==> src/rtl/lbr_pkg.sv <==
// Shared types and word-layout constants for the LBR trace exporter.
package lbr_pkg;

  // Reference widths; the layout constants below are expressed for this
  // word width and rebased by the top level for other DATA_WIDTH values.
  localparam int LBR_DATA_WIDTH = 32;
  localparam int LBR_ADDR_BITS  = 20;

  localparam int SEQ_WIDTH = 8;
  localparam int KIND_BIT  = LBR_DATA_WIDTH - 1;
  localparam int SEQ_MSB   = LBR_DATA_WIDTH - 1;
  localparam int SEQ_LSB   = LBR_DATA_WIDTH - SEQ_WIDTH;

  localparam logic KIND_JAL  = 1'b0;
  localparam logic KIND_JALR = 1'b1;

  typedef enum logic [1:0] {
    IDLE = 2'd0,
    FROM = 2'd1,
    TO   = 2'd2
  } ser_state_e;

  // One buffered branch record.
  typedef struct packed {
    logic                     kind;
    logic [SEQ_WIDTH-1:0]     seq;
    logic [LBR_ADDR_BITS-1:0] from;
    logic [LBR_ADDR_BITS-1:0] to;
  } lbr_rec_t;

endpackage

==> src/rtl/lbr_trace_export_if.sv <==
// Valid/ready word stream toward the off-core trace monitor.
interface lbr_trace_export_if #(
  parameter int DATA_WIDTH = lbr_pkg::LBR_DATA_WIDTH
);
  logic                  out_valid;
  logic                  out_ready;
  logic [DATA_WIDTH-1:0] out_data;
  logic                  out_last;

  modport master (output out_valid, out_data, out_last, input out_ready);
  modport slave  (input out_valid, out_data, out_last, output out_ready);
endinterface

==> src/rtl/lbr_rec_fifo.sv <==
// Synchronous record FIFO with same-cycle push/pop, exposing the head and
// the entry behind it so the serializer can chain records without a bubble.
module lbr_rec_fifo #(
  parameter int WIDTH = 49,
  parameter int DEPTH = 8,
  localparam int AW = $clog2(DEPTH),
  localparam int LW = AW + 1
) (
  input  logic             clock,
  input  logic             reset,
  input  logic             push,
  input  logic             pop,
  input  logic [WIDTH-1:0] wdata,
  output logic [WIDTH-1:0] head,
  output logic [WIDTH-1:0] second,
  output logic [LW-1:0]    level,
  output logic             full,
  output logic             empty
);

  logic [WIDTH-1:0] mem [DEPTH];
  logic [AW-1:0]    rd_ptr;
  logic [AW-1:0]    wr_ptr;

  assign head   = mem[rd_ptr];
  assign second = mem[rd_ptr + AW'(1)];
  assign full   = (level == LW'(DEPTH));
  assign empty  = (level == '0);

  // Storage needs no reset; a push while full (with pop) lands in the slot
  // being vacated, which is read before the edge.
  always_ff @(posedge clock) begin
    if (push) mem[wr_ptr] <= wdata;
  end

  // Pointer and occupancy bookkeeping.
  always_ff @(posedge clock or negedge reset) begin
    if (!reset) begin
      rd_ptr <= '0;
      wr_ptr <= '0;
      level  <= '0;
    end else begin
      if (push) wr_ptr <= wr_ptr + AW'(1);
      if (pop)  rd_ptr <= rd_ptr + AW'(1);
      level <= level + LW'(push) - LW'(pop);
    end
  end

endmodule

==> src/rtl/lbr_trace_export.sv <==
// Captures committed JAL/JALR branch records, buffers them and streams each
// as two words (from-PC, then seq + target) to the trace monitor.
module lbr_trace_export
  import lbr_pkg::*;
#(
  parameter int DATA_WIDTH   = LBR_DATA_WIDTH,
  parameter int ADDRESS_BITS = LBR_ADDR_BITS,
  parameter int FIFO_DEPTH   = 8,
  localparam int LW = $clog2(FIFO_DEPTH) + 1
) (
  input  logic                    clock,
  input  logic                    reset,
  input  logic                    stall,
  input  logic                    rec_valid,
  input  logic                    rec_kind,
  input  logic [ADDRESS_BITS-1:0] rec_from,
  input  logic [ADDRESS_BITS-1:0] rec_to,
  input  logic                    enable,
  input  logic                    drop_clear,
  lbr_trace_export_if.master      strm,
  output logic [15:0]             drop_count,
  output logic [LW-1:0]           fifo_level
);

  // Layout constants rebased from the package's reference word width.
  localparam int KIND_B = KIND_BIT - LBR_DATA_WIDTH + DATA_WIDTH;
  localparam int SEQ_M  = SEQ_MSB - LBR_DATA_WIDTH + DATA_WIDTH;
  localparam int SEQ_L  = SEQ_LSB - LBR_DATA_WIDTH + DATA_WIDTH;
  localparam int RW     = $bits(lbr_rec_t);

  logic                 cap, push, pop, drop, more;
  logic                 fifo_full, fifo_empty;
  logic [SEQ_WIDTH-1:0] seq;
  logic [RW-1:0]        head_raw, second_raw;
  lbr_rec_t             new_rec, head_rec, second_rec, next_head;
  ser_state_e           state;

  function automatic logic [DATA_WIDTH-1:0] word0(lbr_rec_t r);
    logic [DATA_WIDTH-1:0] w;
    w = '0;
    w[KIND_B] = r.kind;
    w[ADDRESS_BITS-1:0] = ADDRESS_BITS'(r.from);
    return w;
  endfunction

  function automatic logic [DATA_WIDTH-1:0] word1(lbr_rec_t r);
    logic [DATA_WIDTH-1:0] w;
    w = '0;
    w[SEQ_M:SEQ_L] = r.seq;
    w[ADDRESS_BITS-1:0] = ADDRESS_BITS'(r.to);
    return w;
  endfunction

  // A full buffer still accepts when the head leaves in the same cycle.
  assign cap  = rec_valid & ~stall & enable;
  assign pop  = (state == TO) & strm.out_ready;
  assign push = cap & (~fifo_full | pop);
  assign drop = cap & ~push;

  // Record being offered this cycle; carries the current sequence number.
  always_comb begin
    new_rec      = '0;
    new_rec.kind = rec_kind;
    new_rec.seq  = seq;
    new_rec.from = rec_from;
    new_rec.to   = rec_to;
  end

  assign head_rec   = lbr_rec_t'(head_raw);
  assign second_rec = lbr_rec_t'(second_raw);

  // After popping the head, the next record is either already buffered or
  // is the one being pushed into an otherwise empty buffer.
  assign more      = (fifo_level > LW'(1)) | push;
  assign next_head = (fifo_level > LW'(1)) ? second_rec : new_rec;

  lbr_rec_fifo #(
    .WIDTH (RW),
    .DEPTH (FIFO_DEPTH)
  ) u_fifo (
    .clock  (clock),
    .reset  (reset),
    .push   (push),
    .pop    (pop),
    .wdata  (new_rec),
    .head   (head_raw),
    .second (second_raw),
    .level  (fifo_level),
    .full   (fifo_full),
    .empty  (fifo_empty)
  );

  // Sequence number advances only on accepted records, so drops leave gaps.
  always_ff @(posedge clock or negedge reset) begin
    if (!reset) seq <= '0;
    else if (push) seq <= seq + SEQ_WIDTH'(1);
  end

  // Saturating drop counter; a clear coinciding with a drop leaves one.
  always_ff @(posedge clock or negedge reset) begin
    if (!reset) begin
      drop_count <= '0;
    end else if (drop_clear) begin
      drop_count <= drop ? 16'd1 : 16'd0;
    end else if (drop && drop_count != 16'hFFFF) begin
      drop_count <= drop_count + 16'd1;
    end
  end

  // Serializer: word0 then word1 per record, outputs registered and held
  // while the monitor stalls.
  always_ff @(posedge clock or negedge reset) begin
    if (!reset) begin
      state          <= IDLE;
      strm.out_valid <= 1'b0;
      strm.out_data  <= '0;
      strm.out_last  <= 1'b0;
    end else begin
      case (state)
        IDLE: begin
          if (!fifo_empty) begin
            state          <= FROM;
            strm.out_valid <= 1'b1;
            strm.out_data  <= word0(head_rec);
            strm.out_last  <= 1'b0;
          end
        end
        FROM: begin
          if (strm.out_ready) begin
            state         <= TO;
            strm.out_data <= word1(head_rec);
            strm.out_last <= 1'b1;
          end
        end
        TO: begin
          if (strm.out_ready) begin
            if (more) begin
              state         <= FROM;
              strm.out_data <= word0(next_head);
              strm.out_last <= 1'b0;
            end else begin
              state          <= IDLE;
              strm.out_valid <= 1'b0;
              strm.out_data  <= '0;
              strm.out_last  <= 1'b0;
            end
          end
        end
        default: begin
          state          <= IDLE;
          strm.out_valid <= 1'b0;
          strm.out_data  <= '0;
          strm.out_last  <= 1'b0;
        end
      endcase
    end
  end

endmodule

==> src/flat_wrapper.sv <==
// flat-port wrapper written by rule: the top's interface ports become plain ports
module lbr_trace_export_flat import lbr_pkg::*;
#(
  parameter int DATA_WIDTH   = LBR_DATA_WIDTH,
  parameter int ADDRESS_BITS = LBR_ADDR_BITS,
  parameter int FIFO_DEPTH   = 8,
  localparam int LW = $clog2(FIFO_DEPTH) + 1
)
  (clock, reset, stall, rec_valid, rec_kind, rec_from, rec_to, enable, drop_clear, drop_count, fifo_level, strm_out_valid, strm_out_data, strm_out_last, strm_out_ready);
  lbr_trace_export_if #(.DATA_WIDTH(DATA_WIDTH)) strm_i ();
  input  logic clock;
  input  logic reset;
  input  logic stall;
  input  logic rec_valid;
  input  logic rec_kind;
  input  logic [ADDRESS_BITS-1:0] rec_from;
  input  logic [ADDRESS_BITS-1:0] rec_to;
  input  logic enable;
  input  logic drop_clear;
  output logic [15:0] drop_count;
  output logic [LW-1:0] fifo_level;
  output wire logic [$bits(strm_i.out_valid)-1:0] strm_out_valid;
  output wire logic [$bits(strm_i.out_data)-1:0] strm_out_data;
  output wire logic [$bits(strm_i.out_last)-1:0] strm_out_last;
  input wire logic [$bits(strm_i.out_ready)-1:0] strm_out_ready;
  assign strm_out_valid = strm_i.out_valid;
  assign strm_out_data = strm_i.out_data;
  assign strm_out_last = strm_i.out_last;
  assign strm_i.out_ready = strm_out_ready;
  lbr_trace_export #(.DATA_WIDTH(DATA_WIDTH), .ADDRESS_BITS(ADDRESS_BITS), .FIFO_DEPTH(FIFO_DEPTH)) u_core (.clock(clock), .reset(reset), .stall(stall), .rec_valid(rec_valid), .rec_kind(rec_kind), .rec_from(rec_from), .rec_to(rec_to), .enable(enable), .drop_clear(drop_clear), .strm(strm_i), .drop_count(drop_count), .fifo_level(fifo_level));
endmodule
==> config.mk <==
export PLATFORM = sky130hd
export DESIGN_NAME = lbr_trace_export_flat
export DESIGN_NICKNAME = d
export VERILOG_FILES = /design/src/rtl/lbr_pkg.sv /design/src/rtl/lbr_trace_export_if.sv /design/src/rtl/lbr_rec_fifo.sv /design/src/rtl/lbr_trace_export.sv /design/src/flat_wrapper.sv
export SDC_FILE = /design/constraint.sdc
export NUM_CORES = 1
export LEC_CHECK = 0
export CAP_MARGIN = 20
export CORE_ASPECT_RATIO = 0.9
export CORE_MARGIN = 10
export CORE_UTILIZATION = 60
export DETAILED_ROUTE_END_ITERATION = 12
export DONT_BUFFER_PORTS = 1
export GPL_TIMING_DRIVEN = 0
export PLACE_DENSITY = 0.85
export SKIP_CTS_REPAIR_TIMING = 1
export SLEW_MARGIN = 0
export SYNTH_ARGS = -nofsm -noshare
export SYNTH_HDL_FRONTEND = slang
export SYNTH_SLANG_ARGS = --single-unit
==> constraint.sdc <==
create_clock -name clock -period 17.6 [get_ports clock]
set_input_delay 0.88 -clock clock [delete_from_list [all_inputs] [get_ports clock]]
set_output_delay 0.88 -clock clock [all_outputs]
set_load 0.02 [all_outputs]
[After elaboration in Yosys (flattened, before gate mapping)]
Memories as Yosys holds them, arrays and structs flattened.
Cells that the tools add are included.
Word-level totals
  bits in registers: 70
  memory bits (writable): 392
  bits of input ports: 48
  output and inout port bits: 54
  word-level logic and storage cells: 66
  memories: 1
Memory list
  u_core.u_fifo.mem: words 8, width 49, rd ports 2, clocked after Yosys merged registers in 0, write ports 1, RTL line lbr_rec_fifo.sv:21  | logic [WIDTH-1:0] mem [DEPTH];
Operators by class
  add/sub/neg operators: 6
  magnitude comparators: 1
  equal/unequal tests: 8
  muxes and demuxes: 24
  bitwise gates (word level): 11
  reduce and logical (&&, ||, !) cells: 6
Operator list (count)
  $mux 32: 4
  $pmux 32 s3: 1
  $mux 49: 1
  $mux 16: 2
  $add 16x1->16 const B: 1
  $ne 16x16->1 const B: 1
  $mux 1: 10
  $add 8x1->8 const B: 1
  $ne 2x2->1 const B: 4
  $add 3x1->3 const B: 2
  $mux 2: 3
  $pmux 1 s3: 2
  $pmux 2 s3: 1
  $and 1x1->1: 5
  $add 4x1->4: 1
  $eq 4x4->1 const B: 1
  $gt 4x1->1 const B: 1
  $logic_not 4->1: 1
  $not 1->1: 4
  $reduce_and 4->1: 1
  $sub 4x1->4: 1
  $reduce_and 3->1: 1
  $eq 2x1->1 const B: 1
  $eq 2x2->1 const B: 1
  4 further kinds: 5

[Logic depth before layout (Yosys ltp)]
  depth after elaboration: 9
  depth in mapped cells: 11
  gate-level depth less buffers: 11

[Cells and area by module]
From an unflattened synthesis, not the netlist that was laid out.
Unflattened totals
  cell total of the unflattened synthesis: 1438
  area, all modules: 22156.2 um2
Modules (own cells, without submodules)
  lbr_rec_fifo: times used 1, cells an instance 1138, area an instance 18961.9 um2
  lbr_trace_export: times used 1, cells an instance 300, area an instance 3194.3 um2

[Worst setup path before layout]
OpenSTA, ideal clock, no wires.
  path type: input -> register
  start point: in stall
  end point: mem u_core.u_fifo.mem[2][0], enable pin
  library setup time: 594 ps
  arrival: 6719 ps
  data required time: 17006 ps
  path slack: 10286 ps
  stages on the path: 5
  buffers on the path: 1
  cell sequence: and3b_1 -> buf_2 -> a21boi_2 -> inv_1 -> nor4b_1
Between the ends
  cells in the longest elaborated chain, start to end: 6
Ends and longest elaborated chain
  from (decl): RTL line flat_wrapper.sv:13  | input logic stall;
  $not 1->1: RTL line lbr_trace_export.sv:55  | assign cap = rec_valid & ~stall & enable;
  $and 1x1->1 (2 in a row): RTL line lbr_trace_export.sv:55
  $and 1x1->1: RTL line lbr_trace_export.sv:57  | assign push = cap & (~fifo_full | pop);
  $mux 1: RTL line lbr_rec_fifo.sv:33  | if (push) mem[wr_ptr] <= wdata;
  $mux 1 (not written as such): RTL line lbr_rec_fifo.sv:33
  to (decl): RTL line lbr_rec_fifo.sv:21
No other way between the ends.

==> summary.md <==
| Metric | Value |
|---|---|
| Startpoint types | `flip-flop` |
| Actual slew at the worst max-slew pin | `1.01 ns` |
| RSZ-0062 raised after global routing | `false` |
| Dpl cell area | `between 20000 and 25000 sq um` |
| Number of global-route vias before repair | `about 12000` |
| DR vias | `11700` |
| Final worst-path cycle share | `0.222` |
| Ant. Diodes | `0` |
| Share of the yosys chip area belonging to registers | `0.681` |
| EDFF count, synth | `392` |
| Port buffer count | `0` |
| Pwr Density | `161 nW/um^2` |
| Drt drc | `0` |
| # setup viols final | `0` |
| Largest net degree at the start of global routing | `between 60 and 70` |
| Worst Path Max Fanout | `9` |
| Area delta synth->final | `12.9%` |
| CTS sink cnt | `457` |
| #FFs+latches synth | `roughly 460` |
| Layout Cells excl Fill | `1662` |
| Minimum clock period | `3.90 ns` |
| Die footprint | `40400 sq um` |
| Initial antenna violation count | `0` |
| Worst path slowest cell | `nor4b_2` |
| # rows | `between 60 and 70` |
| Crit. End Element | `flip-flop` |
| CTS tree | `built` |
| Worst Path Required | `17.85 ns` |
| Boundary Pins | `slightly above 100` |
| Critical-path cell list | `nand3b_1 -> a21boi_2 -> inv_1 -> nor4b_2 -> buf_4 -> buf_4 -> buf_4 -> buf_4 -> buf_6 -> buf_4` |
| Die Y-Extent | `192 um` |
| CP bufs+invs | `7` |
| Worst stage delay on the critical path | `0.65 ns` |
| Fillers | `a little under 2000` |
| Main synth FF type | `edfxtp_1` |
| CTS Buf Count | `43` |
| # H-tree levels | `2` |
| Most frequent cells in the layout | `edfxtp_1, mux4_2, mux2_2` |
| Core Footprint | `between 30000 and 40000 sq um` |
| Post-synth ARST share | `0.142` |
| Setup Crit Path Kind | `flip-flop to flip-flop` |
| Placed Cells | `1581` |
| Vias per cell | `7.02` |
| Final ANT Viol Nets | `0` |
| Syn. warnings | `0` |
| Placer Congestion | `0.849` |
| Final count of pins violating max slew | `0` |
| DR pass1 iterations | `5` |
| GRT overflow | `0` |
| Max-slew headroom | `0.326` |
| Fmax | `256 MHz` |
| Most used cell along the critical path | `buf_4` |
| Pleak | `0.00745 uW` |
| Initial Utilization | `0.613` |
| Hold Vio Cnt, Final | `0` |
| Clock Pin Slew Worst Setup and Hold Paths | `0.06 ns` |
| Delay-heaviest family, CP | `buffers and inverters` |
| CP Data Arrival Time | `4.15 ns` |
| CTS max path bufs | `3` |
| Post-Syn Area | `19700 sq um` |
| Unique cell type count in the Yosys netlist | `56` |
| First-pass GRT wire length | `around 76 mm` |
| Routed WL | `50.7 mm` |
| Mean Syn Cell Area | `17.6 sq um` |
| Setup TNS | `0 ns` |
| Nets@finish | `1271` |
| Routed WL per cell | `30.5 um` |
| Peak supply drop | `~0.00015 V` |
| Post-route cell area | `roughly 22000 sq um` |
| GRT Overall Usage | `0.251` |
| Post-Synthesis Cells | `roughly 1100` |
| Clk root buf | `clkbuf_16` |
| DRT iter0 DRCs | `1538` |
| Outcome | `completed` |
| Die W | `211 um` |
| HP Class | `primary input to asynchronous set/reset pin` |
| Fraction of layout cells with a size suffix above 1 | `0.290` |
| Commonest non-fill, non-tap cell in the layout | `edfxtp_1` |
| Clk_lat worst skew | `roughly 0.56 ns` |
| HPWL after DPL | `33.6 mm` |
| Max-cap viol count | `0` |
| Worst Clk Skew | `0.0250 ns` |
-- path summary, 6_finish.rpt --
check | slack [ns] | end | startpoint | depth (start not counted)
worst max-delay path | 13.70 | u_core.u_fifo.mem[4][5] | u_core.strm.out_last | 10
worst min-delay path | 0.03 | u_core.drop_count[6] | reset | 0
worst max register to register | 13.70 | u_core.u_fifo.mem[4][5] | u_core.strm.out_last | 10
worst min register to register | 0.61 | u_core.strm.out_valid | u_core.state[0] | 1
max in group asynchronous | 17.40 | u_core.strm.out_data[25] | reset | 0
min in group clock | 0.42 | u_core.u_fifo.mem[2][19] | rec_to[19] | 0
-- per-layer routing --
metal  vias up  part of all wire  wire, um  GRT usage
met5         -                 0         0          0
met4         0             0.043      2200      0.101
met3       171              0.13      6740     0.0743
met2       974              0.47     23800      0.398
met1      5844              0.35     17900      0.323
li1       4686                 -         -          -
-- sequential cells by signal (all words and copies together), names as in the netlist --
signal / flops
u_core.strm.out_data: 28
u_core.state: 1
u_core.u_fifo.rd_ptr: 3
u_core.seq: 8
u_core.u_fifo.level: 4
u_core.u_fifo.mem: 392
u_core.strm.out_last: 1
u_core.u_fifo.wr_ptr: 3
u_core.strm.out_valid: 1
u_core.drop_count: 16
-- cells by family after synthesis --
group                      synth area share
AOI/OAI and AO/OA                    0.0518
xor gates and xnor gates             0.0128
adders and majority gates           0.00738
buffers and inverters                0.0286
DFF                                   0.681
muxes                                 0.176
other                              0.000191
and+or+nand+nor                      0.0424
-- through the flow --
step	util	worst slack [ns]	total power (uW)	hold slack (ns)
floorplan	-	10.29	2230	0.531
global placement	0.629	5.19	2530	0.576
detailed placement	0.646	13.34	2570	0.587
CTS	0.691	13.59	3550	0.0176
global route	0.692	13.62	3690	0.0137
finish	0.692	13.70	3570	0.0296
-- where the power goes --
part | switching [uW] | internal [uW] | total (uW) | leakage [uW]
clock network | 401 | 578 | 979 | 0.000715
registers | 132 | 1270 | 1410 | 0.00437
logic | 658 | 527 | 1190 | 0.00237
-- cells in the mapped netlist (all sizes together) (10+ instances only) --
| master | instances | share of area |
|---|---|---|
| a21oi | 47 | 0.012 |
| a311o | 21 | 0.011 |
| buf | 56 | 0.023 |
| clkbuf | 17 | 0.0032 |
| dfrtp | 65 | 0.083 |
| edfxtp | 392 | 0.60 |
| ha | 10 | 0.0064 |
| inv | 12 | 0.0023 |
| mux2 | 85 | 0.049 |
| mux2i | 29 | 0.015 |
| mux4 | 98 | 0.11 |
| nand2 | 70 | 0.013 |
| nor2 | 24 | 0.0046 |
| nor3 | 26 | 0.0069 |
| o211ai | 21 | 0.0080 |
| o21ai | 10 | 0.0025 |
| o22ai | 42 | 0.013 |
| xnor2 | 17 | 0.0076 |
| xor2 | 11 | 0.0053 |
-- area by class of cell --
type,count,area [sq um],area share
repair buffers,49,493,0.0222
inverters,12,45.0,0.00203
clock inverters,23,323,0.0145
well taps,416,520,0.0234
clock buffers,56,1140,0.0515
plain buffers,73,517,0.0233
flip-flops and latches,457,13400,0.603
multi-input cells,576,5770,0.260
(Power assumes the default switching activity.)
